### src/rtl/f_to_d_buf.sv
// Purpose : fetch-to-decode skid FIFO of {pc, inst} entries with branch flush.
// Latency : an entry pushed into an empty buffer is on D_* right after the push edge.
// Backpres: F_ready drops when full (registered); stall_D holds the head entry.
//
// Ports:
//   clk, rst          - single rising-edge clock, synchronous active-high reset
//   F_pc/F_inst/F_valid, F_ready  - fetch side offer / accept
//   stall_D, EX_taken - decode hold, taken-branch flush (flush beats push/pop)
//   D_pc/D_inst/D_valid, D_count  - head entry for decode, occupancy
//   flush_cnt         - saturating flush counter, present only with F_TO_D_BUF_STATS_EN
module f_to_d_buf #(
    parameter int               XLEN    = 32,
    parameter int               PC_BITS = 5,
    parameter int               DEPTH   = 4,
    parameter logic [XLEN-1:0]  NOP     = 'h2000_0000
) (
    input  logic                       clk,
    input  logic                       rst,
    input  logic [PC_BITS-1:0]         F_pc,
    input  logic [XLEN-1:0]            F_inst,
    input  logic                       F_valid,
    output logic                       F_ready,
    input  logic                       stall_D,
    input  logic                       EX_taken,
    output logic [PC_BITS-1:0]         D_pc,
    output logic [XLEN-1:0]            D_inst,
    output logic                       D_valid,
    output logic [$clog2(DEPTH):0]     D_count
`ifdef F_TO_D_BUF_STATS_EN
    ,
    output logic [15:0]                flush_cnt
`endif
);

    localparam int AW = $clog2(DEPTH);
    localparam int CW = AW + 1;
    localparam logic [CW-1:0] FULL_CNT = CW'(DEPTH);

    logic [PC_BITS-1:0] pc_mem   [DEPTH];
    logic [XLEN-1:0]    inst_mem [DEPTH];
    logic [AW-1:0]      rptr;
    logic [AW-1:0]      wptr;
    logic [CW-1:0]      count;
    logic               push;
    logic               pop;

    // Ready and valid come straight from the count register so neither
    // side sees a combinational path from the other.
    assign F_ready = (count != FULL_CNT);
    assign D_valid = (count != '0);
    assign D_count = count;

    assign push = F_valid && F_ready && !EX_taken;
    assign pop  = D_valid && !stall_D && !EX_taken;

    // Head is read through the registered read pointer; an empty buffer
    // presents a bubble instead of stale storage.
    assign D_pc   = D_valid ? pc_mem[rptr]   : '0;
    assign D_inst = D_valid ? inst_mem[rptr] : NOP;

    // Storage carries no reset: only pointers and count decide what is live.
    always_ff @(posedge clk) begin
        if (push) begin
            pc_mem[wptr]   <= F_pc;
            inst_mem[wptr] <= F_inst;
        end
    end

    always_ff @(posedge clk) begin
        if (rst || EX_taken) begin
            rptr  <= '0;
            wptr  <= '0;
            count <= '0;
        end else begin
            if (push) begin
                wptr <= wptr + AW'(1);
            end
            if (pop) begin
                rptr <= rptr + AW'(1);
            end
            case ({push, pop})
                2'b10:   count <= count + CW'(1);
                2'b01:   count <= count - CW'(1);
                default: count <= count;
            endcase
        end
    end

`ifdef F_TO_D_BUF_STATS_EN
    logic [15:0] flush_cnt_q;

    always_ff @(posedge clk) begin
        if (rst) begin
            flush_cnt_q <= '0;
        end else if (EX_taken && (flush_cnt_q != 16'hFFFF)) begin
            flush_cnt_q <= flush_cnt_q + 16'd1;
        end
    end

    assign flush_cnt = flush_cnt_q;
`endif

endmodule

### config.mk
export PLATFORM = sky130hd
export DESIGN_NAME = f_to_d_buf
export DESIGN_NICKNAME = d
export VERILOG_FILES = /design/src/rtl/f_to_d_buf.sv
export SDC_FILE = /design/constraint.sdc
export NUM_CORES = 1
export LEC_CHECK = 0
export CAP_MARGIN = 40
export CORE_AREA = 2 2 119 121
export DETAILED_ROUTE_END_ITERATION = 6
export DIE_AREA = 0 0 121 123
export PLACE_DENSITY_LB_ADDON = 0.3
export SKIP_LAST_GASP = 1
export SLEW_MARGIN = 20
export SYNTH_ARGS = -nofsm -noshare
export SYNTH_HDL_FRONTEND = slang
export SYNTH_SLANG_ARGS = --single-unit
### constraint.sdc
create_clock -name clk -period 3.57 [get_ports clk]
set_input_delay 0.714 -clock clk [delete_from_list [all_inputs] [get_ports clk]]
set_output_delay 0.714 -clock clk [all_outputs]
set_load 0.005 [all_outputs]
Word level (Yosys, flattened, before mapping):

Memory sizes are Yosys's and may differ from the RTL's. A register that Yosys moved wholly into a read port is not among the register bits.
Cells that the tools add are included.

* bits in registers: 7
* memories: 2
* bits in writable memories: 148
* output and inout bits: 42
* bits of input ports: 42
* logic and storage cells: 30

Memories
* inst_mem: depth 4, width 32, rd ports 1, clocked after Yosys merged registers in 1, write ports 1, line 40 `logic [XLEN-1:0] inst_mem [DEPTH];`
* pc_mem: depth 4, width 5, rd ports 1, clocked after Yosys merged registers in 1, write ports 1, line 39 `logic [PC_BITS-1:0] pc_mem [DEPTH];`

* mux-type cells: 9
* eq/ne operators: 3
* reduce and logical (&&, ||, !) cells: 9
* add/sub/neg operators: 4

Operators with widths (number)
* $mux 32: 1
* $mux 2: 4
* $pmux 3 s2: 1
* $mux 5: 1
* $add 2x1->2 const B: 2
* $logic_and 1x1->1: 4
* $add 3x1->3 const B: 1
* $ne 3x3->1 const B: 1
* $reduce_bool 3->1: 1
* $sub 3x1->3 const B: 1
* $eq 2x1->1 const B: 1
* $eq 2x2->1 const B: 1
* $logic_not 1->1: 2
* $mux 1: 2
* $reduce_bool 2->1: 1
* $logic_or 1x1->1: 1

Logic depth before layout (Yosys ltp):

* depth after elaboration: 5
* mapped depth: 10
* mapped depth without buffers: 9

Least setup slack after synthesis:

OpenSTA, ideal clock, no wires.

* kind: input to register
* start point: input port F_valid
* end point: memory inst_mem[0][0], enable pin
* setup time: 0.398 ns
* data arrival time: 2.019 ns
* cell stages on the path: 2
* path slack: 1.154 ns
* path through: nor2b_1 and3_1

* cells in the longest elaborated chain, start to end: 4

Ends and longest elaborated chain
* from (decl): line 21 `input logic F_valid,`
* $logic_and 1x1->1 (2 in a row): line 53 `assign push = F_valid && F_ready && !EX_taken;`
* $mux 1: line 63 `if (push) begin`
* $mux 1 (not written as such): line 65 `inst_mem[wptr] <= F_inst;`
* to (decl): line 40

No other way between the ends.

Worst setup path in the final report:

* start point: register count[1] (netlist: D_count[1])
* end point: output port D_inst[10]

* cells in the longest elaborated chain, start to end: 2

Ends and longest elaborated chain
* from (decl): line 43 `logic [CW-1:0] count;`
* from (signal assigned): line 82 `2'b10: count <= count + CW'(1);`
* from (signal assigned): line 83 `2'b01: count <= count - CW'(1);`
* from (signal assigned): line 84 `default: count <= count;`
* $reduce_bool 3->1: line 50 `assign D_valid = (count != '0);`
* $mux 32: line 59 `assign D_inst = D_valid ? inst_mem[rptr] : NOP;`
* to (decl): line 26 `output logic [XLEN-1:0] D_inst,`

No other way between the ends.

==> out/results.txt <==
TritonCTS buffer count - 17
final worst setup slack - 519 ps
final instance area - 7770 µm²
Routed WL - 10.7 mm
layout cells sized above 1 - 19.8%
worst-path fanout max - 21
row cnt - 43
Reg2Reg Depth - 9
Initial Util - 45.2%
Tmin final - 3050 ps
Hold Path Cell Cnt - 2
first-pass GRT wire length - 16.6 mm
drt first pass iters - 4
die extent in x - 121 µm
Fill cells - 1,037
Syn Inst Count - 290
Worst-Margin Slew - 554 ps
Clock Tree Root - clkbuf_16
Top Layer Used - met4
GP Congestion - 0.711
post-synthesis cell area - 6150 µm²
Clock Latency Late Sink - 420 ps
Setup TNS Final - 0 ps
r2r setup slk - 1160 ps
Die H - 123 µm
initial antenna violation count - 0
Peak Freq - 328 MHz
P per Cell Area - 494 nW/µm²
most common cell after layout, fill and taps aside - edfxtp_1
Critical Path Start Type - flop
post-synthesis cell type count - 31
nets - 440
Via density - 5.13
commonest non-fill, non-tap cells in the layout - edfxtp_1 (148), clkdlybuf4s50_1 (83), and2_1 (36)
Die Footprint - 14,900 µm²
syn avg cell area - 21.2 µm²
htree depth - 4
Synth Warn # - 0
Clock Pin Slew Worst Setup and Hold Paths - 60 ps
CTS tree - built
worst hold slack - 495 ps
Max VDD drop - 0.291 mV
Max Cap Viol - 0
RSZ-0062 raised after global routing - no
Leak - 2.50 nW
Core Region - 13,600 µm²
Top Ports - 84
clock buffer depth - 2
WL/cell - 18.3 µm
remaining global-route overflow - 0
Area Overhead vs Synth - 26.4%
RR Endpoint - D_count[2]
Final Cycle Share - 85.4%
Worst Setup End Kind - output port
met1 WL - 4.64 mm
Setup WS pre-CTS - 703 ps
CP Data Required Time - 2860 ps
post-DP HPWL - 6.89 mm
FF+latch count, synth - 157
Worst Path Class, Setup - reg -> out
WL met3 - 486 µm
Antenna Cells - 0
Antenna Nets Post-Route - 0
syn_nets - 338
skew final - 19.4 ps
drt drc - 0
Seq/Total Area, Yosys - 75.2%
Max-slew headroom - 63.0%
worst r2r src - D_count[2]
vias in the first global route - 3,059
WP data arrival - 2340 ps
clock sink total - 157
total global-route track usage - 15.4%
DR iter-0 viols - 177
final hold vios - 0
worst hold path type - reg -> reg
largest net degree at the start of global routing - 26
status - finished, final reports clean
routed wl met2 - 5.50 mm
cts repair resizes - 0
post-CTS setup repair buffer count - 0
Final setup viols - 0
Port Buffers - 83
hold_sp - rptr[1]
CTS Hold Bufs - 0
routed vias - 3,000
final slew viol count - 0
placement-stage cell area - 7230 µm²
## area by class of cell
type | instances | area (µm²) | area share [%]
Inverter | 7 | 26.3 | 0.338
Clock buffer | 20 | 437 | 5.62
Tap cell | 180 | 225 | 2.90
Multi-Input combinational cell | 113 | 1380 | 17.8
Timing Repair Buffer | 96 | 973 | 12.5
Sequential cell | 157 | 4630 | 59.5
Clock inverter | 12 | 98.8 | 1.27
## synth_stat cells
| master | number | area [µm²] |
|---|---|---|
| o31ai_2 | 1 | 12.5 |
| nor2_1 | 4 | 15.0 |
| a21oi_1 | 6 | 30.0 |
| nor2b_1 | 1 | 6.26 |
| nand4_1 | 1 | 6.26 |
| buf_2 | 3 | 15.0 |
| nand2b_1 | 1 | 6.26 |
| and2_1 | 36 | 225 |
| clkbuf_2 | 1 | 5.00 |
| fa_1 | 1 | 20.0 |
| nand3_1 | 1 | 5.00 |
| or3_1 | 3 | 18.8 |
| nor3_2 | 1 | 10.0 |
| inv_1 | 7 | 26.3 |
| buf_12 | 3 | 60.1 |
| and3_1 | 4 | 25.0 |
| or2_1 | 1 | 6.26 |
| o21ai_0 | 3 | 15.0 |
| nor3_1 | 1 | 5.00 |
| buf_6 | 2 | 22.5 |
| mux4_1 | 7 | 184 |
| or2_2 | 1 | 6.26 |
| dfxtp_1 | 9 | 180 |
| xor2_1 | 2 | 17.5 |
| clkbuf_1 | 4 | 15.0 |
| a21o_1 | 1 | 7.51 |
| ha_1 | 5 | 62.6 |
| and2_4 | 1 | 8.76 |
| or3b_1 | 1 | 8.76 |
| mux4_2 | 30 | 676 |
| edfxtp_1 | 148 | 4440 |
## logic make-up (layout without fill, tap and decap cells)
kind of cell,count (synthesis),count (layout),share of synthesized area (%)
mux,37,37,14.0
simple gates,57,57,5.74
xor+xnor,2,2,0.285
compound gates,11,11,1.06
fa+ha+maj,6,6,1.34
buf+inv,20,135,2.34
flops,157,157,75.2
## metal layers
metal	GRT usage (%)	up-vias
met1	19.3	1564
met5	0	-
met2	25.8	62
met4	4.36	0
li1	-	1368
met3	5.17	6
## worst max-delay path, cell delays in order (launching register included)
cell and delay, ps:
dfxtp_1 350, nor3_2 360, inv_1 360, buf_8 260, and2_1 150, clkdlybuf4s50_1 440
## flip-flops by register name, indices dropped and copies added (netlist names), named ones only
name      count
D_count       3
inst_mem    128
pc_mem       20
rptr          2
wptr          2
## worst max path at each step
| stage | from | to | slack, ps | cells past startpoint |
|---|---|---|---|---|
| finish | D_count[1] | D_inst[10] | 520 | 5 |
| global route | D_count[1] | D_inst[10] | 330 | 5 |
| CTS | D_count[1] | D_inst[10] | 480 | 5 |
| detailed placement | EX_taken | D_count[2] | 700 | 10 |
| global placement | EX_taken | D_count[2] | 710 | 10 |
| floorplan | F_valid | inst_mem[0][0] | 1150 | 2 |
## where the power goes
part / leakage [nW] / total [mW] / switching, mW / internal (mW)
logic: 0.824 / 0.176 / 0.0733 / 0.103
registers: 1.42 / 2.05 / 0.00634 / 2.04
clock network: 0.259 / 1.62 / 0.665 / 0.950
## stage by stage
| stage | power (mW) | utilization [%] | std cells |
|---|---|---|---|
| detailed placement | 2.26 | 53.1 | 553 |
| CTS | 3.87 | 57.1 | 585 |
| floorplan | 2.15 | - | 290 |
| global route | 3.97 | 57.1 | 585 |
| finish | 3.84 | 57.1 | 585 |
| global placement | 2.26 | 53.0 | 552 |
Power figures use the tool's default switching activity.
